<file path="src/rtl/uart_decode_packer_if.sv">
`default_nettype none
// ============================================================
// Interface : uart_decode_packer_if
// Purpose   : 32-bit framed-record valid/ready stream
// Rev       : 1.0
// ============================================================
interface uart_decode_packer_if;
  logic [31:0] o_m_data;
  logic        o_m_valid;
  logic        i_m_ready;
  logic        o_m_last;

  modport master (
    output o_m_data,
    output o_m_valid,
    output o_m_last,
    input  i_m_ready
  );

  modport slave (
    input  o_m_data,
    input  o_m_valid,
    input  o_m_last,
    output i_m_ready
  );
endinterface
`default_nettype wire

</file>
<file path="src/rtl/uart_decode_packer.sv">
`default_nettype none
// ============================================================
// Module  : uart_decode_packer
// Purpose : timestamps decoded UART bytes, buffers them in a FIFO
//           and emits header-prefixed frames on a valid/ready stream
// Rev     : 1.0
// ============================================================
module uart_decode_packer #(
  parameter int          P_FIFO_AW   = 6,
  parameter int          P_PKT_WORDS = 16,
  parameter int          P_TIMEOUT   = 50000,
  parameter logic [15:0] P_HEADER    = 16'hA55A
) (
  input  logic                        i_clk,
  input  logic                        i_rst,
  input  logic [7:0]                  i_rx_data,
  input  logic                        i_rx_valid,
  input  logic                        i_flush,
  uart_decode_packer_if.master        m_if,
  output logic [15:0]                 o_drop_cnt,
  output logic                        o_busy
);

  localparam int                  C_DEPTH     = 1 << P_FIFO_AW;
  localparam int                  C_TMO_W     = $clog2(P_TIMEOUT);
  localparam logic [P_FIFO_AW:0]  C_DEPTH_CNT = (P_FIFO_AW + 1)'(C_DEPTH);
  localparam logic [P_FIFO_AW:0]  C_PKT_CNT   = (P_FIFO_AW + 1)'(P_PKT_WORDS);
  localparam logic [7:0]          C_PKT_8     = 8'(P_PKT_WORDS);
  localparam logic [C_TMO_W-1:0]  C_TMO_LAST  = C_TMO_W'(P_TIMEOUT - 1);

  typedef enum logic [1:0] {
    S_IDLE = 2'd0,
    S_HEAD = 2'd1,
    S_BODY = 2'd2
  } state_e;

  state_e               state_q, state_d;
  logic [23:0]          ts_q, ts_d;
  logic [P_FIFO_AW-1:0] wr_ptr_q, wr_ptr_d;
  logic [P_FIFO_AW-1:0] rd_ptr_q, rd_ptr_d;
  logic [P_FIFO_AW:0]   count_q, count_d;
  logic [15:0]          drop_cnt_q, drop_cnt_d;
  logic                 ovf_q, ovf_d;
  logic [C_TMO_W-1:0]   tmo_q, tmo_d;
  logic [7:0]           frame_cnt_q, frame_cnt_d;
  logic [7:0]           sent_q, sent_d;
  logic [31:0]          m_data_q, m_data_d;
  logic                 m_valid_q, m_valid_d;
  logic                 m_last_q, m_last_d;

  logic [31:0]          fifo_mem [C_DEPTH];
  logic [31:0]          rd_data;
  logic                 push;
  logic                 drop;
  logic                 pop;
  logic                 hs;
  logic                 start;
  logic                 ovf_clr;
  logic [7:0]           cnt_sel;

  // Acceptance looks only at the occupancy at the start of the cycle.
  assign push    = i_rx_valid && (count_q != C_DEPTH_CNT);
  assign drop    = i_rx_valid && (count_q == C_DEPTH_CNT);
  assign hs      = m_valid_q && m_if.i_m_ready;
  assign rd_data = fifo_mem[rd_ptr_q];
  assign cnt_sel = (count_q >= C_PKT_CNT) ? C_PKT_8 : 8'(count_q);
  assign start   = (count_q >= C_PKT_CNT) || (tmo_q == C_TMO_LAST) ||
                   (i_flush && (count_q != '0));

  always_comb begin
    ts_d       = ts_q + 24'd1;
    wr_ptr_d   = push ? wr_ptr_q + 1'b1 : wr_ptr_q;
    rd_ptr_d   = pop  ? rd_ptr_q + 1'b1 : rd_ptr_q;
    count_d    = count_q;
    if (push && !pop) begin
      count_d = count_q + 1'b1;
    end else if (!push && pop) begin
      count_d = count_q - 1'b1;
    end
    drop_cnt_d = (drop && (drop_cnt_q != 16'hFFFF)) ? drop_cnt_q + 16'd1 : drop_cnt_q;
    // A drop coinciding with the header handshake must survive the clear.
    ovf_d = ovf_q;
    if (ovf_clr) begin
      ovf_d = 1'b0;
    end
    if (drop) begin
      ovf_d = 1'b1;
    end
  end

  always_comb begin
    state_d     = state_q;
    tmo_d       = tmo_q;
    frame_cnt_d = frame_cnt_q;
    sent_d      = sent_q;
    m_data_d    = m_data_q;
    m_valid_d   = m_valid_q;
    m_last_d    = m_last_q;
    pop         = 1'b0;
    ovf_clr     = 1'b0;
    case (state_q)
      S_IDLE: begin
        m_valid_d = 1'b0;
        m_last_d  = 1'b0;
        tmo_d     = (count_q == '0) ? '0 : tmo_q + 1'b1;
        if (start) begin
          state_d     = S_HEAD;
          tmo_d       = '0;
          frame_cnt_d = cnt_sel;
          // Overflow bit reflects the flag including a drop in this same cycle.
          m_data_d    = {P_HEADER, 7'b0, ovf_q | drop, cnt_sel};
          m_valid_d   = 1'b1;
        end
      end
      S_HEAD: begin
        if (hs) begin
          pop      = 1'b1;
          ovf_clr  = 1'b1;
          m_data_d = rd_data;
          m_last_d = (frame_cnt_q == 8'd1);
          sent_d   = 8'd1;
          state_d  = S_BODY;
        end
      end
      S_BODY: begin
        if (hs) begin
          if (m_last_q) begin
            m_valid_d = 1'b0;
            m_last_d  = 1'b0;
            state_d   = S_IDLE;
          end else begin
            pop      = 1'b1;
            m_data_d = rd_data;
            sent_d   = sent_q + 8'd1;
            m_last_d = ((sent_q + 8'd1) == frame_cnt_q);
          end
        end
      end
      default: begin
        state_d   = S_IDLE;
        m_valid_d = 1'b0;
        m_last_d  = 1'b0;
      end
    endcase
  end

  always_ff @(posedge i_clk) begin
    if (push) begin
      fifo_mem[wr_ptr_q] <= {ts_q, i_rx_data};
    end
  end

  always_ff @(posedge i_clk) begin
    if (i_rst) begin
      state_q     <= S_IDLE;
      ts_q        <= '0;
      wr_ptr_q    <= '0;
      rd_ptr_q    <= '0;
      count_q     <= '0;
      drop_cnt_q  <= '0;
      ovf_q       <= 1'b0;
      tmo_q       <= '0;
      frame_cnt_q <= '0;
      sent_q      <= '0;
      m_data_q    <= '0;
      m_valid_q   <= 1'b0;
      m_last_q    <= 1'b0;
    end else begin
      state_q     <= state_d;
      ts_q        <= ts_d;
      wr_ptr_q    <= wr_ptr_d;
      rd_ptr_q    <= rd_ptr_d;
      count_q     <= count_d;
      drop_cnt_q  <= drop_cnt_d;
      ovf_q       <= ovf_d;
      tmo_q       <= tmo_d;
      frame_cnt_q <= frame_cnt_d;
      sent_q      <= sent_d;
      m_data_q    <= m_data_d;
      m_valid_q   <= m_valid_d;
      m_last_q    <= m_last_d;
    end
  end

  assign m_if.o_m_data  = m_data_q;
  assign m_if.o_m_valid = m_valid_q;
  assign m_if.o_m_last  = m_last_q;
  assign o_drop_cnt     = drop_cnt_q;
  assign o_busy         = (state_q != S_IDLE);

endmodule
`default_nettype wire

</file>
<file path="src/flat_wrapper.sv">
// flat-port wrapper written by rule: the top's interface ports become plain ports
module uart_decode_packer_flat 
#(
  parameter int          P_FIFO_AW   = 6,
  parameter int          P_PKT_WORDS = 16,
  parameter int          P_TIMEOUT   = 50000,
  parameter logic [15:0] P_HEADER    = 16'hA55A
)
  (i_clk, i_rst, i_rx_data, i_rx_valid, i_flush, o_drop_cnt, o_busy, m_if_o_m_data, m_if_o_m_valid, m_if_o_m_last, m_if_i_m_ready);
  uart_decode_packer_if m_if_i ();
  input  logic i_clk;
  input  logic i_rst;
  input  logic [7:0] i_rx_data;
  input  logic i_rx_valid;
  input  logic i_flush;
  output logic [15:0] o_drop_cnt;
  output logic o_busy;
  output wire logic [$bits(m_if_i.o_m_data)-1:0] m_if_o_m_data;
  output wire logic [$bits(m_if_i.o_m_valid)-1:0] m_if_o_m_valid;
  output wire logic [$bits(m_if_i.o_m_last)-1:0] m_if_o_m_last;
  input wire logic [$bits(m_if_i.i_m_ready)-1:0] m_if_i_m_ready;
  assign m_if_o_m_data = m_if_i.o_m_data;
  assign m_if_o_m_valid = m_if_i.o_m_valid;
  assign m_if_o_m_last = m_if_i.o_m_last;
  assign m_if_i.i_m_ready = m_if_i_m_ready;
  uart_decode_packer #(.P_FIFO_AW(P_FIFO_AW), .P_PKT_WORDS(P_PKT_WORDS), .P_TIMEOUT(P_TIMEOUT), .P_HEADER(P_HEADER)) u_core (.i_clk(i_clk), .i_rst(i_rst), .i_rx_data(i_rx_data), .i_rx_valid(i_rx_valid), .i_flush(i_flush), .m_if(m_if_i), .o_drop_cnt(o_drop_cnt), .o_busy(o_busy));
endmodule
</file>
<file path="config.mk">
export PLATFORM = sky130hd
export DESIGN_NAME = uart_decode_packer_flat
export DESIGN_NICKNAME = d
export VERILOG_FILES = /design/src/rtl/uart_decode_packer_if.sv /design/src/rtl/uart_decode_packer.sv /design/src/flat_wrapper.sv
export SDC_FILE = /design/constraint.sdc
export NUM_CORES = 2
export LEC_CHECK = 0
export ABC_AREA = 1
export BUFFER_PORTS_ARGS = -buffer_cell sky130_fd_sc_hd__buf_2
export CORE_MARGIN = 2
export CORE_UTILIZATION = 30
export DETAILED_ROUTE_END_ITERATION = 6
export PLACE_DENSITY = 0.52
export SLEW_MARGIN = 20
export SYNTH_ARGS = -nofsm -noshare
export SYNTH_HDL_FRONTEND = slang
export SYNTH_SLANG_ARGS = --single-unit
export TNS_END_PERCENT = 100
</file>
<file path="constraint.sdc">
create_clock -name i_clk -period 5.1 [get_ports i_clk]
set_input_delay 0.51 -clock i_clk [delete_from_list [all_inputs] [get_ports i_clk]]
set_output_delay 0.51 -clock i_clk [all_outputs]
set_load 0.05 [all_outputs]
</file>
## Word-level counts from Yosys, hierarchy flattened

Memory sizes are Yosys's and may differ from the RTL's. A register that Yosys moved wholly into a read port is not among the register bits.
Cells that the tools add are included.

- Register bits after elaboration: 128
- RAM bits: 2048
- Output and inout bits: 51
- Word-level logic and storage cells: 101
- Memories kept: 1

- $add $sub $neg: 8
- $lt $le $gt $ge: 1
- Equal/unequal tests: 13
- Multiplexer cells: 38
- Bitwise operators: 2
- Reductions and logical operators: 25

Memory list:

| memory | words | width | read ports | clocked after memory_dff | write ports | RTL line | RTL |
|---|---|---|---|---|---|---|---|
| u_core.fifo_mem | 64 | 32 | 1 | 1 | 1 | uart_decode_packer.sv:51 | `logic [31:0] fifo_mem [C_DEPTH];` |

Operator list:

| kind | count |
|---|---|
| $mux 32 | 4 |
| $pmux 32 s3 | 1 |
| $add 16x1->16 const B | 2 |
| $mux 16 | 2 |
| $add 24x1->24 const B | 1 |
| $mux 8 | 3 |
| $mux 7 | 3 |
| $eq 16x16->1 const B | 1 |
| $ne 16x16->1 const B | 1 |
| $pmux 8 s2 | 1 |
| $mux 1 | 14 |
| $add 6x1->6 const B | 2 |
| $mux 6 | 2 |
| $add 8x1->8 const B | 1 |
| $eq 8x1->1 const B | 1 |
| $eq 8x8->1 | 1 |
| $mux 2 | 4 |
| $ne 2x1->1 const B | 4 |
| $reduce_and 4->1 | 2 |
| $reduce_bool 2->1 | 4 |
| $add 7x1->7 const B | 1 |
| $eq 7x7->1 const B | 1 |
| $ge 7x5->1 const B | 1 |
| $logic_and 1x1->1 | 7 |
| 19 further kinds | 23 |

## Depth between registers and ports, before layout

- Depth after elaboration: 6
- Mapped depth: 18

## Worst setup path before layout

No wires, ideal clock.

- Kind: register -> register
- Start: register u_core.count_q[1]
- End: memory u_core.fifo_mem[63][0], enable pin
- Setup time: 0.463 ns
- Arrival: 3.112 ns
- Required time: 4.637 ns
- Slack: 1.525 ns
- Stages on the path, launching flop included: 7
- Period minus slack after synthesis: 3.575 ns
- Path through: dfxtp_1 inv_1 nand4_2 nor3_1 nor2_1 inv_1 nor3_1

- Word-level cells in the longest chain between the ends: 4

RTL lines:

| item | RTL line | RTL |
|---|---|---|
| start, declared | uart_decode_packer.sv:41 | `logic [P_FIFO_AW:0] count_q, count_d;` |
| start signal, assigned | uart_decode_packer.sv:173 | `count_q <= count_d;` |
| $ne 7x7->1 | uart_decode_packer.sv:62 | `assign push = i_rx_valid && (count_q != C_DEPTH_CNT);` |
| $logic_and 1x1->1 | uart_decode_packer.sv:62 |  |
| $mux 1 | uart_decode_packer.sv:148 | `if (push) begin` |
| $mux 1 (not written as such) | uart_decode_packer.sv:149 | `fifo_mem[wr_ptr_q] <= {ts_q, i_rx_data};` |
| end, declared | uart_decode_packer.sv:51 |  |

No other way between the ends.

## Final worst setup path

- Start: register u_core.count_q[1]
- End: memory u_core.fifo_mem[19][26], enable pin

The elaborated chain is that of the path after synthesis.

==> flow_summary.json <==
{
  "multi_input_area_sq_um": 21400,
  "skew_ns": 0.0800,
  "grt_pass1_wl_um": 388000,
  "crit_path_start": "u_core.count_q[1]",
  "worstHoldStart": "i_rst",
  "fin_tns_setup_ns": 0,
  "avgSynthCellArea_sq_um": 11.9,
  "post_cts_buffers": 0,
  "firstDrtPassIters": 6,
  "yosysUniqueCellTypes": 46,
  "worstSkewPairLatency_ns": 0.88,
  "synth-main-ff-cell": "edfxtp_1",
  "fillers": 29000,
  "cp_slowest_stage_delay_ns": 0.48,
  "slew_headroom": 0.261,
  "ys_top_cells_by_count": "edfxtp_1, nand2_1, nand3_1, nor2_1, o21ai_0",
  "setup_viol": 0,
  "dp_hpwl_um": 138000,
  "power_switching_uw": 9430,
  "syn-num-nets": 7473,
  "cts.clk_slew.worst_paths_ns": 0.06,
  "cts_tree": "yes",
  "hold_class": "primary input to flip-flop",
  "gp_congestion": 0.792,
  "drt_iter0_drc": 6747,
  "worstPathRequired_ns": 5.58,
  "port_buffers": 63,
  "power_density_nw_per_um2": 384,
  "drtAntennaViolNets": 0,
  "cts_hold_buf": 0,
  "synth-seq-area-share": 0.727,
  "overflow": 0,
  "crit_buf_inv": 4,
  "synth_seq_cells": 2181,
  "grtUsageTotal": 0.173,
  "start_util": 0.301,
  "grt_pass1_vias": 56100,
  "r2r_start": "u_core.count_q[1]",
  "clock_tree.root_cell": "clkbuf_16",
  "num_rows": 199,
  "tightest_slew_ns": 1.11,
  "dieArea_sq_um": 299000,
  "synth_top_area_share": 0.697,
  "die-width_um": 546,
  "end_kind": "flip-flop",
  "rsz0062_at_grt": "false",
  "die_h_um": 546,
  "dp.cells": 11100,
  "synth-edff-count": 2048,
  "postLayoutCoreUtil": 0.340,
  "cts_resized": 0,
  "ir_drop_uv": 319,
  "drt-vias-per-instance": 5.05,
  "seq_power_share": 0.517,
  "p_sw_frac": 0.246,
  "drc": 0,
  "cpMaxStageDelayCell": "nor2_1",
  "cts_buffers": 215,
  "pwr-share-comb": 0.085,
  "syn-instance-count": 7441,
  "yosysMostFrequentCell": "edfxtp_1",
  "period_minus_slack_ns": 3.83,
  "clock_sinks": 2181,
  "num_vias": 58200,
  "synth.largest_area_cell": "edfxtp_1",
  "timing.fmax_mhz": 261,
  "netlist_area_sq_um": 88300,
  "path_class": "flip-flop to flip-flop",
  "cts_max_level": 4,
  "wl_per_cell_um": 23.1,
  "status": "finished clean",
  "crit_fanout": 22,
  "finalHoldViolations": 0,
  "antenna_found_initial": 15,
  "syn2layout_area_growth_pct": 13.0,
  "cp.arrival_ns": 4.31,
  "final_cells": 11500,
  "final_area_sq_um": 99700,
  "dpl_cell_area_sq_um": 93100,
  "clkPwrFrac": 0.398,
  "io_pins": 64,
  "seqCellArea_sq_um": 64200,
  "ys_warn_count": 0,
  "start_kind": "flip-flop",
  "core-area_sq_um": 293000,
  "wirelength_um": 267000,
  "cp_cell_sequence": "inv_1 > nand4_2 > nor3_1 > nor2_1 > inv_1 > nor2_1 > nand3_1 > buf_4 > nor2_4 > buf_4",
  "synth_area_leaders": "edfxtp_1, nand3_1, nand2_1",
  "period_share": 0.750,
  "drv_cap": 0,
  "synth-async-reset-ratio": 0,
  "cellLeakagePower_uw": 0.0346,
  "nNetsFinal": 7473,
  "timing.final.max_slew_violations": 0,
  "grt_max_degree": 190,
  "cpLargestDelayFamily": "simple AND/OR/NAND/NOR gates",
  "clockBufferDepth": 4,
  "internal_power_uw": 28800,
  "drive_gt1_frac": 0.0874
}
==> flip-flops by register name (all words and copies together), names as in the netlist, named ones only <==
name and flops:
u_core.frame_cnt_q 7, u_core.ts_q 24, u_core.m_if.o_m_valid 1, u_core.ovf_q 1
u_core.m_if.o_m_data 32, u_core.rd_ptr_q 6, u_core.m_if.o_m_last 1, u_core.tmo_q 16
u_core.sent_q 8, u_core.state_q 2, u_core.wr_ptr_q 6, u_core.fifo_mem 2048
u_core.count_q 7, u_core.o_drop_cnt 16
==> metrics by stage <==
step                      power [uW]  hold slack, ns  setup slack [ns]
after CTS                      38600          0.0716              1.27
after detailed placement       23400           0.443              1.28
after global routing           39500           0.140              1.08
final                          38300           0.136              1.27
after global placement         23400           0.419              1.35
after floorplan                22300           0.413              1.52
==> cells by family (layout without fill, tap and decap cells) <==
kind of cell,Yosys count,in the layout,synth area share
DFF,2181,2181,0.727
adders and majority gates,19,19,0.00278
other,0,3,0
and+or+nand+nor,4107,4107,0.201
xor gates and xnor gates,24,24,0.00238
AOI/OAI and AO/OA,506,506,0.0307
buffers and inverters,604,770,0.0361
==> power groups by stage <==
stage / combinational, uW / sequential, uW / clock, uW
global route: 3550 / 19800 / 16200
global placement: 3230 / 20200 / 0
floorplan: 1940 / 20400 / 0
finish: 3250 / 19800 / 15200
detailed placement: 3260 / 20200 / 0
CTS: 3270 / 19800 / 15500
==> metal layers <==
metal	routed length (um)	track usage
met2	125000	0.282
met1	115000	0.239
met3	18800	0.0257
met4	7670	0.0511
met5	67	0
==> final timing paths <==
path | slack [ns] | to | cells after the start
hold / removal | 0.14 | u_core.o_drop_cnt[0] | 2
setup reg to reg | 1.27 | u_core.fifo_mem[19][26] | 10
hold reg to reg | 0.45 | flip-flop | 1
setup / recovery | 1.27 | u_core.fifo_mem[19][26] | 10
==> worst register-to-register path: cells and delay by family (launching register included) <==
family | cells | cell delay (ns)
flip-flops | 1 | 0.39
buffers and inverters | 4 | 1.22
AND/OR/NAND/NOR | 6 | 1.85
==> final cells by class <==
cell class | count | area share
Clock buffer | 290 | 0.0595
Sequential cell | 2181 | 0.644
Timing Repair Buffer | 253 | 0.0203
Inverter | 134 | 0.00552
Antenna cell | 3 | 0.0000753
Tap cell | 3919 | 0.0492
Clock inverter | 93 | 0.00672
Multi-Input combinational cell | 4656 | 0.215
==> cell usage in the layout, fill, tap and decap left out, types with 34 or more instances in the layout <==
cell type  instances
clkinv_2          34
o22ai_1           96
clkbuf_16        219
nor2_4            62
a21oi_1          134
buf_4            169
clkbuf_1          53
clkinv_1          39
nand3_1         1682
nand2_1         2000
buf_2             62
nor2_1           287
inv_1            123
dfxtp_1          103
o21ai_0          244
edfxtp_1        2048
Power figures use the tool's default switching activity.
